<file path="src/rtl/ship_placer_pkg.sv">
// Shared definitions for the ship placer: cell codes, grid size, ship lengths,
// FSM state encoding and the linear cell index helper.
package ship_placer_pkg;

  localparam int GRID_DIM = 10;

  typedef logic [1:0] cell_t;

  localparam cell_t EMPTY = 2'b00;
  localparam cell_t SHIP  = 2'b01;
  localparam cell_t MISS  = 2'b10;
  localparam cell_t HIT   = 2'b11;

  typedef enum logic [2:0] {
    S_IDLE,
    S_CLEAR,
    S_PICK,
    S_CHECK,
    S_WRITE,
    S_NEXT,
    S_DONE,
    S_FAIL
  } state_t;

  // Ship lengths by placement order; total 17 cells.
  function automatic logic [2:0] ship_len(input logic [2:0] idx);
    case (idx)
      3'd0:    return 3'd5;
      3'd1:    return 3'd4;
      3'd2:    return 3'd3;
      3'd3:    return 3'd3;
      default: return 3'd2;
    endcase
  endfunction

  // idx = row*10 + col, built from shifts.
  function automatic logic [6:0] cell_idx(input logic [3:0] row, input logic [3:0] col);
    return {row, 3'b000} + {2'b00, row, 1'b0} + {3'b000, col};
  endfunction

endpackage

</file>
<file path="src/rtl/ship_placer_if.sv">
// Board write bus and game status between the ship placer and its host.
interface ship_placer_if;
  import ship_placer_pkg::*;

  logic       start;
  logic       wr_en;
  logic [3:0] wr_row;
  logic [3:0] wr_col;
  cell_t      wr_data;
  logic       busy;
  logic       done;
  logic       fail;
  logic [2:0] ships_placed;

  modport master (
    input  start,
    output wr_en, wr_row, wr_col, wr_data, busy, done, fail, ships_placed
  );

  modport slave (
    output start,
    input  wr_en, wr_row, wr_col, wr_data, busy, done, fail, ships_placed
  );

endinterface

</file>
<file path="src/rtl/lfsr16.sv">
// 16-bit Fibonacci LFSR, x^16+x^14+x^13+x^11+1, free running; reset loads seed.
module lfsr16 (
  input  logic        clk,
  input  logic        reset,
  input  logic [15:0] seed,
  output logic [15:0] q
);

  logic [15:0] q_q;
  logic [15:0] q_d;

  always_comb begin
    q_d = {q_q[14:0], q_q[15] ^ q_q[13] ^ q_q[12] ^ q_q[10]};
  end

  always_ff @(posedge clk) begin
    if (reset) begin
      q_q <= seed;
    end else begin
      q_q <= q_d;
    end
  end

  assign q = q_q;

endmodule

</file>
<file path="src/rtl/ship_placer.sv">
// Clears a 10x10 board, then places NUM_SHIPS ships at pseudo-random positions
// without overlap, mirroring occupancy in a 100-bit shadow.
module ship_placer
  import ship_placer_pkg::*;
#(
  parameter int          NUM_SHIPS    = 5,
  parameter int          MAX_ATTEMPTS = 255,
  parameter logic [15:0] LFSR_SEED    = 16'hACE1
) (
  input  logic clk,
  input  logic reset,
  ship_placer_if.master bus
);

  localparam int AW = $clog2(MAX_ATTEMPTS + 1);
  localparam logic [AW-1:0] MAX_A = AW'(MAX_ATTEMPTS);

  state_t        state_q, state_d;
  logic [3:0]    cur_row_q, cur_row_d;
  logic [3:0]    cur_col_q, cur_col_d;
  logic [3:0]    base_row_q, base_row_d;
  logic [3:0]    base_col_q, base_col_d;
  logic          horiz_q, horiz_d;
  logic [2:0]    cnt_q, cnt_d;
  logic [2:0]    ships_q, ships_d;
  logic [AW-1:0] attempts_q, attempts_d;
  logic [99:0]   occ_q, occ_d;
  logic          wr_en_q, wr_en_d;
  logic [3:0]    wr_row_q, wr_row_d;
  logic [3:0]    wr_col_q, wr_col_d;
  cell_t         wr_data_q, wr_data_d;

  logic [15:0]   lfsr;
  logic [6:0]    lfsr_unused;

  lfsr16 u_lfsr (
    .clk   (clk),
    .reset (reset),
    .seed  (LFSR_SEED),
    .q     (lfsr)
  );

  assign lfsr_unused = lfsr[15:9];

  logic [2:0]    len;
  logic [3:0]    pick_row, pick_col;
  logic          pick_h;
  logic [4:0]    pick_end;
  logic          pick_ok;
  logic [6:0]    cur_idx;
  logic          last_cell;
  logic [AW-1:0] attempts_inc;
  logic [3:0]    step_row, step_col;

  always_comb begin
    len       = ship_len(ships_q);
    pick_row  = lfsr[3:0];
    pick_col  = lfsr[7:4];
    pick_h    = lfsr[8];
    pick_end  = (pick_h ? {1'b0, pick_col} : {1'b0, pick_row}) + {2'b00, len} - 5'd1;
    pick_ok   = (pick_row <= 4'd9) && (pick_col <= 4'd9) && (pick_end <= 5'd9);
    cur_idx   = cell_idx(cur_row_q, cur_col_q);
    last_cell = (cnt_q == len - 3'd1);
    // Saturate so collisions after the budget is spent cannot wrap the counter.
    attempts_inc = (attempts_q >= MAX_A) ? attempts_q : attempts_q + 1'b1;
    step_row  = horiz_q ? cur_row_q : cur_row_q + 4'd1;
    step_col  = horiz_q ? cur_col_q + 4'd1 : cur_col_q;
  end

  always_comb begin
    state_d    = state_q;
    cur_row_d  = cur_row_q;
    cur_col_d  = cur_col_q;
    base_row_d = base_row_q;
    base_col_d = base_col_q;
    horiz_d    = horiz_q;
    cnt_d      = cnt_q;
    ships_d    = ships_q;
    attempts_d = attempts_q;
    occ_d      = occ_q;
    wr_en_d    = 1'b0;
    wr_row_d   = wr_row_q;
    wr_col_d   = wr_col_q;
    wr_data_d  = wr_data_q;

    case (state_q)
      S_IDLE, S_DONE, S_FAIL: begin
        if (bus.start) begin
          state_d    = S_CLEAR;
          ships_d    = 3'd0;
          attempts_d = '0;
          occ_d      = '0;
          cur_row_d  = 4'd0;
          cur_col_d  = 4'd0;
        end
      end

      S_CLEAR: begin
        wr_en_d   = 1'b1;
        wr_row_d  = cur_row_q;
        wr_col_d  = cur_col_q;
        wr_data_d = EMPTY;
        if (cur_col_q == 4'd9) begin
          cur_col_d = 4'd0;
          if (cur_row_q == 4'd9) begin
            state_d = S_PICK;
          end else begin
            cur_row_d = cur_row_q + 4'd1;
          end
        end else begin
          cur_col_d = cur_col_q + 4'd1;
        end
      end

      S_PICK: begin
        attempts_d = attempts_inc;
        if (pick_ok) begin
          base_row_d = pick_row;
          base_col_d = pick_col;
          cur_row_d  = pick_row;
          cur_col_d  = pick_col;
          horiz_d    = pick_h;
          cnt_d      = 3'd0;
          state_d    = S_CHECK;
        end else if (attempts_inc >= MAX_A) begin
          state_d = S_FAIL;
        end
      end

      S_CHECK: begin
        if (occ_q[cur_idx]) begin
          state_d = S_PICK;
        end else if (last_cell) begin
          cur_row_d = base_row_q;
          cur_col_d = base_col_q;
          cnt_d     = 3'd0;
          state_d   = S_WRITE;
        end else begin
          cur_row_d = step_row;
          cur_col_d = step_col;
          cnt_d     = cnt_q + 3'd1;
        end
      end

      S_WRITE: begin
        wr_en_d        = 1'b1;
        wr_row_d       = cur_row_q;
        wr_col_d       = cur_col_q;
        wr_data_d      = SHIP;
        occ_d[cur_idx] = 1'b1;
        if (last_cell) begin
          state_d = S_NEXT;
        end else begin
          cur_row_d = step_row;
          cur_col_d = step_col;
          cnt_d     = cnt_q + 3'd1;
        end
      end

      S_NEXT: begin
        ships_d = ships_q + 3'd1;
        state_d = (ships_q + 3'd1 == 3'(NUM_SHIPS)) ? S_DONE : S_PICK;
      end

      default: state_d = S_IDLE;
    endcase
  end

  always_ff @(posedge clk) begin
    if (reset) begin
      state_q    <= S_IDLE;
      cur_row_q  <= 4'd0;
      cur_col_q  <= 4'd0;
      base_row_q <= 4'd0;
      base_col_q <= 4'd0;
      horiz_q    <= 1'b0;
      cnt_q      <= 3'd0;
      ships_q    <= 3'd0;
      attempts_q <= '0;
      occ_q      <= '0;
      wr_en_q    <= 1'b0;
      wr_row_q   <= 4'd0;
      wr_col_q   <= 4'd0;
      wr_data_q  <= EMPTY;
    end else begin
      state_q    <= state_d;
      cur_row_q  <= cur_row_d;
      cur_col_q  <= cur_col_d;
      base_row_q <= base_row_d;
      base_col_q <= base_col_d;
      horiz_q    <= horiz_d;
      cnt_q      <= cnt_d;
      ships_q    <= ships_d;
      attempts_q <= attempts_d;
      occ_q      <= occ_d;
      wr_en_q    <= wr_en_d;
      wr_row_q   <= wr_row_d;
      wr_col_q   <= wr_col_d;
      wr_data_q  <= wr_data_d;
    end
  end

  assign bus.wr_en        = wr_en_q;
  assign bus.wr_row       = wr_row_q;
  assign bus.wr_col       = wr_col_q;
  assign bus.wr_data      = wr_data_q;
  assign bus.busy         = (state_q != S_IDLE) && (state_q != S_DONE) && (state_q != S_FAIL);
  assign bus.done         = (state_q == S_DONE);
  assign bus.fail         = (state_q == S_FAIL);
  assign bus.ships_placed = ships_q;

endmodule

</file>
<file path="src/flat_wrapper.sv">
// flat-port wrapper written by rule: the top's interface ports become plain ports
module ship_placer_flat import ship_placer_pkg::*;
#(
  parameter int          NUM_SHIPS    = 5,
  parameter int          MAX_ATTEMPTS = 255,
  parameter logic [15:0] LFSR_SEED    = 16'hACE1
)
  (clk, reset, bus_start, bus_wr_en, bus_wr_row, bus_wr_col, bus_wr_data, bus_busy, bus_done, bus_fail, bus_ships_placed);
  ship_placer_if bus_i ();
  input  logic clk;
  input  logic reset;
  input wire logic [$bits(bus_i.start)-1:0] bus_start;
  output wire logic [$bits(bus_i.wr_en)-1:0] bus_wr_en;
  output wire logic [$bits(bus_i.wr_row)-1:0] bus_wr_row;
  output wire logic [$bits(bus_i.wr_col)-1:0] bus_wr_col;
  output wire logic [$bits(bus_i.wr_data)-1:0] bus_wr_data;
  output wire logic [$bits(bus_i.busy)-1:0] bus_busy;
  output wire logic [$bits(bus_i.done)-1:0] bus_done;
  output wire logic [$bits(bus_i.fail)-1:0] bus_fail;
  output wire logic [$bits(bus_i.ships_placed)-1:0] bus_ships_placed;
  assign bus_i.start = bus_start;
  assign bus_wr_en = bus_i.wr_en;
  assign bus_wr_row = bus_i.wr_row;
  assign bus_wr_col = bus_i.wr_col;
  assign bus_wr_data = bus_i.wr_data;
  assign bus_busy = bus_i.busy;
  assign bus_done = bus_i.done;
  assign bus_fail = bus_i.fail;
  assign bus_ships_placed = bus_i.ships_placed;
  ship_placer #(.NUM_SHIPS(NUM_SHIPS), .MAX_ATTEMPTS(MAX_ATTEMPTS), .LFSR_SEED(LFSR_SEED)) u_core (.clk(clk), .reset(reset), .bus(bus_i));
endmodule
</file>
<file path="config.mk">
export PLATFORM = sky130hd
export DESIGN_NAME = ship_placer_flat
export DESIGN_NICKNAME = d
export VERILOG_FILES = /design/src/rtl/ship_placer_pkg.sv /design/src/rtl/ship_placer_if.sv /design/src/rtl/lfsr16.sv /design/src/rtl/ship_placer.sv /design/src/flat_wrapper.sv
export SDC_FILE = /design/constraint.sdc
export NUM_CORES = 1
export LEC_CHECK = 0
export ABC_AREA = 1
export CAP_MARGIN = 20
export CORE_AREA = 3 3 123 125
export CTS_CLUSTER_DIAMETER = 30
export CTS_CLUSTER_SIZE = 24
export DETAILED_ROUTE_END_ITERATION = 6
export DIE_AREA = 0 0 126 128
export PLACE_DENSITY = 0.82
export SYNTH_ARGS = -nofsm -noshare
export SYNTH_HDL_FRONTEND = slang
export SYNTH_SLANG_ARGS = --single-unit
export TNS_END_PERCENT = 10
</file>
<file path="constraint.sdc">
create_clock -name clk -period 5.5 [get_ports clk]
set_input_delay 0.825 -clock clk [delete_from_list [all_inputs] [get_ports clk]]
set_output_delay 0.825 -clock clk [all_outputs]
set_load 0.01 [all_outputs]
</file>
==> flow_metrics.tcl <==
set metrics [dict create \
    outcome "finished, final reports clean" \
    ys_types 41 \
    finalNetCount 1301 \
    hpwl_um 12600 \
    synth_edf_count 0 \
    crit_path_start_kind "flop" \
    drtAntennaViolNets 0 \
    num_rows 43 \
    power.total_mw 4.71 \
    antenna_cells 0 \
    synth_ff_type "dfxtp_1" \
    reg2regPathDepth 19 \
    synth.area.top_cells "dfxtp_1 38%, nand2_1 19%, a21oi_1 8.6%, inv_1 7.2%, nand3_1 5.3%" \
    ctsLongestPathBuffers 2 \
    die_area_sq_um 16100 \
    grt_pass1_wl_um 34000 \
    finalSetupTns_ns 0 \
    antenna_found_initial 0 \
    numPlacedInstances 1430 \
    top_level_ports 20 \
    cp.required_ns 5.87 \
    synth_area_sq_um 8360 \
    multi_input_area_sq_um 4250 \
    drv_cap 0 \
    powerDensity_nw_per_um2 513 \
    cts_num_sinks 160 \
    worstPathMaxFanout 7 \
    layout_common_cells "422 x nand2_1, 161 x inv_1, 159 x dfxtp_1" \
    drive_gt1_share_pct 5.46 \
    root_buffer "clkbuf_16" \
    h-tree-depth 4 \
    met3_usage_pct 5.88 \
    rsz0062_at_grt "false" \
    setup_violations 0 \
    ys_seq_elements 160 \
    nFillCells 1211 \
    setup_ws_ns 1.71 \
    holdBufCountCts 0 \
    cp.arrival_ns 4.16 \
    fin_cells 1463 \
    use_met1_pct 33.7 \
    gp_congestion 0.925 \
    min_period_ns 3.79 \
    synth_seq_area_share_pct 38.3 \
    vias_per_cell 5.37 \
    numCtsBuffers 17 \
    wl_per_cell_um 14.0 \
    critical_path_class "reg2reg" \
    wl_um 20500 \
    synth_cells 1281 \
    busiest_layer "met2" \
    track_usage_pct 25.5 \
    cts_tree "yes" \
    vias 7862 \
    grt_max_degree 82 \
    synth_top_area_share_pct 38.3 \
    die_w_um 126 \
    die_h_um 128 \
    async_reset_ff_share_pct 0 \
    cts_resized 0 \
    globalRouteMet2Util_pct 41.2 \
    worstMarginPinSlew_ns 1.06 \
    finalClockSkew_ns 0.00717 \
    clkLatencyLatePin_ns 0.43 \
    min_path_type "reg2reg" \
    grt_pass1_vias 7214 \
    core_sq_um 14000 \
    syn_nets 1312 \
    area_growth_pct 9.88 \
    synth.largest_area_cell "dfxtp_1" \
    cts_setup_buffers 0 \
    p_leak_nw 3.76 \
    peakVddDrop_mv 0.348 \
    cp-end-kind "flop" \
    cts.clk_slew.worst_paths_ns 0.06 \
    min_path_cells 1 \
    start_util_pct 59.7 \
    gr-total-overflow 0 \
    regArea_sq_um 3200 \
    hold_viol_final 0 \
    mostFrequentLayoutCell "nand2_1" \
    place_ws_ns 1.75 \
    firstDrtPassIters 5 \
    maxSlewHeadroom_pct 29.4 \
    port_buffers 18 \
    finalMaxSlewViolations 0 \
    fmaxAchievable_ghz 0.264 \
    ys_warn_count 0 \
    syn_avg_cell_area_sq_um 6.52 \
    drc 0 \
    post-route-period-util_pct 68.9 \
    drtIter0Drc 954 \
]
[final cells by class]
type / count / share of cell area (%)
clock buffers: 20 / 4.87
clock inverters: 12 / 1.72
inverters: 170 / 6.95
multi-input cells: 894 / 46.3
flip-flops and latches: 160 / 34.9
well taps: 180 / 2.45
repair buffers: 27 / 2.85
[power breakdown]
part / total [mW] / switching, mW / leakage [nW] / internal [mW]
clock network: 1.22 / 0.488 / 0.287 / 0.728
registers: 1.33 / 0.0826 / 1.30 / 1.25
logic: 2.16 / 1.55 / 2.18 / 0.615
[critical path, cell delays in order (launching register included)]
cell and delay [ns]:
dfxtp_1 0.40, inv_1 0.10, ha_1 0.23, o21ai_0 0.34, nor2_1 0.13, ha_1 0.28
inv_1 0.05, ha_1 0.16, inv_1 0.05, fa_1 0.37, xor2_1 0.17, a21oi_1 0.06
nor3_1 0.12, and2_1 0.16, nor2_1 0.09, nor3_2 0.44, nand4_2 0.29, nand2_1 0.12
nand2_1 0.06, nor2_1 0.10
[flip-flops by register name, summed over array words and instances (netlist names), 3 cells and up]
signal and count:
u_core.u_lfsr.q 16, u_core.bus.ships_placed 3, u_core.bus.wr_row 4, u_core.bus.wr_col 4
u_core.base_row_q 4, u_core.cur_row_q 4, u_core.state_q 3, u_core.attempts_q 8
u_core.occ_q 100, u_core.cnt_q 3, u_core.base_col_q 4, u_core.cur_col_q 4
[cell usage after synthesis, types with 3 or more instances]
| library cell | n |
|---|---|
| buf_2 | 9 |
| buf_4 | 3 |
| nand2_1 | 422 |
| nor3_2 | 4 |
| xnor2_1 | 8 |
| ha_1 | 25 |
| dfxtp_1 | 160 |
| nor2_1 | 107 |
| nand3_1 | 88 |
| fa_1 | 3 |
| nand2_2 | 3 |
| o22ai_1 | 5 |
| inv_1 | 161 |
| a21oi_1 | 143 |
| xor2_1 | 13 |
| nor3_1 | 8 |
| or2_2 | 7 |
| or2_1 | 3 |
| inv_2 | 8 |
| o21ai_0 | 31 |
| clkbuf_1 | 40 |
| buf_6 | 4 |
[cell families (layout without fill, tap and decap cells)]
family	after synthesis	in the layout	share of synthesized area [%]
simple gates	652	652	32.1
other cells	1	1	0.0449
xor+xnor	22	22	2.40
fa+ha+maj	28	28	4.46
buf+inv	227	229	10.8
flops	160	160	38.3
compound gates	191	191	11.8
[metrics by stage]
step	cell area (sq um)	hold slack, ns	utilization (%)
after floorplan	8360	0.388	-
after global placement	8550	0.390	61.1
after detailed placement	8560	0.393	61.2
after CTS	9160	0.408	65.5
after global routing	9180	0.421	65.6
final	9180	0.407	65.6
[final timing paths]
check,startpoint,endpoint,slack [ns]
worst max-delay path,u_core.bus.ships_placed[0],u_core.cur_row_q[3],1.71
worst min-delay path,u_core.u_lfsr.q[14],u_core.u_lfsr.q[15],0.41
worst max register to register,u_core.bus.ships_placed[0],u_core.cur_row_q[3],1.71
worst min register to register,u_core.u_lfsr.q[14],u_core.u_lfsr.q[15],0.41
[metal layers]
metal / wire [um] / up-vias
met5: 0 / -
met2: 9240 / 305
met3: 1650 / 42
met1: 9140 / 3552
met4: 416 / 0
li1: - / 3963
Power figures use the tool's default switching activity.
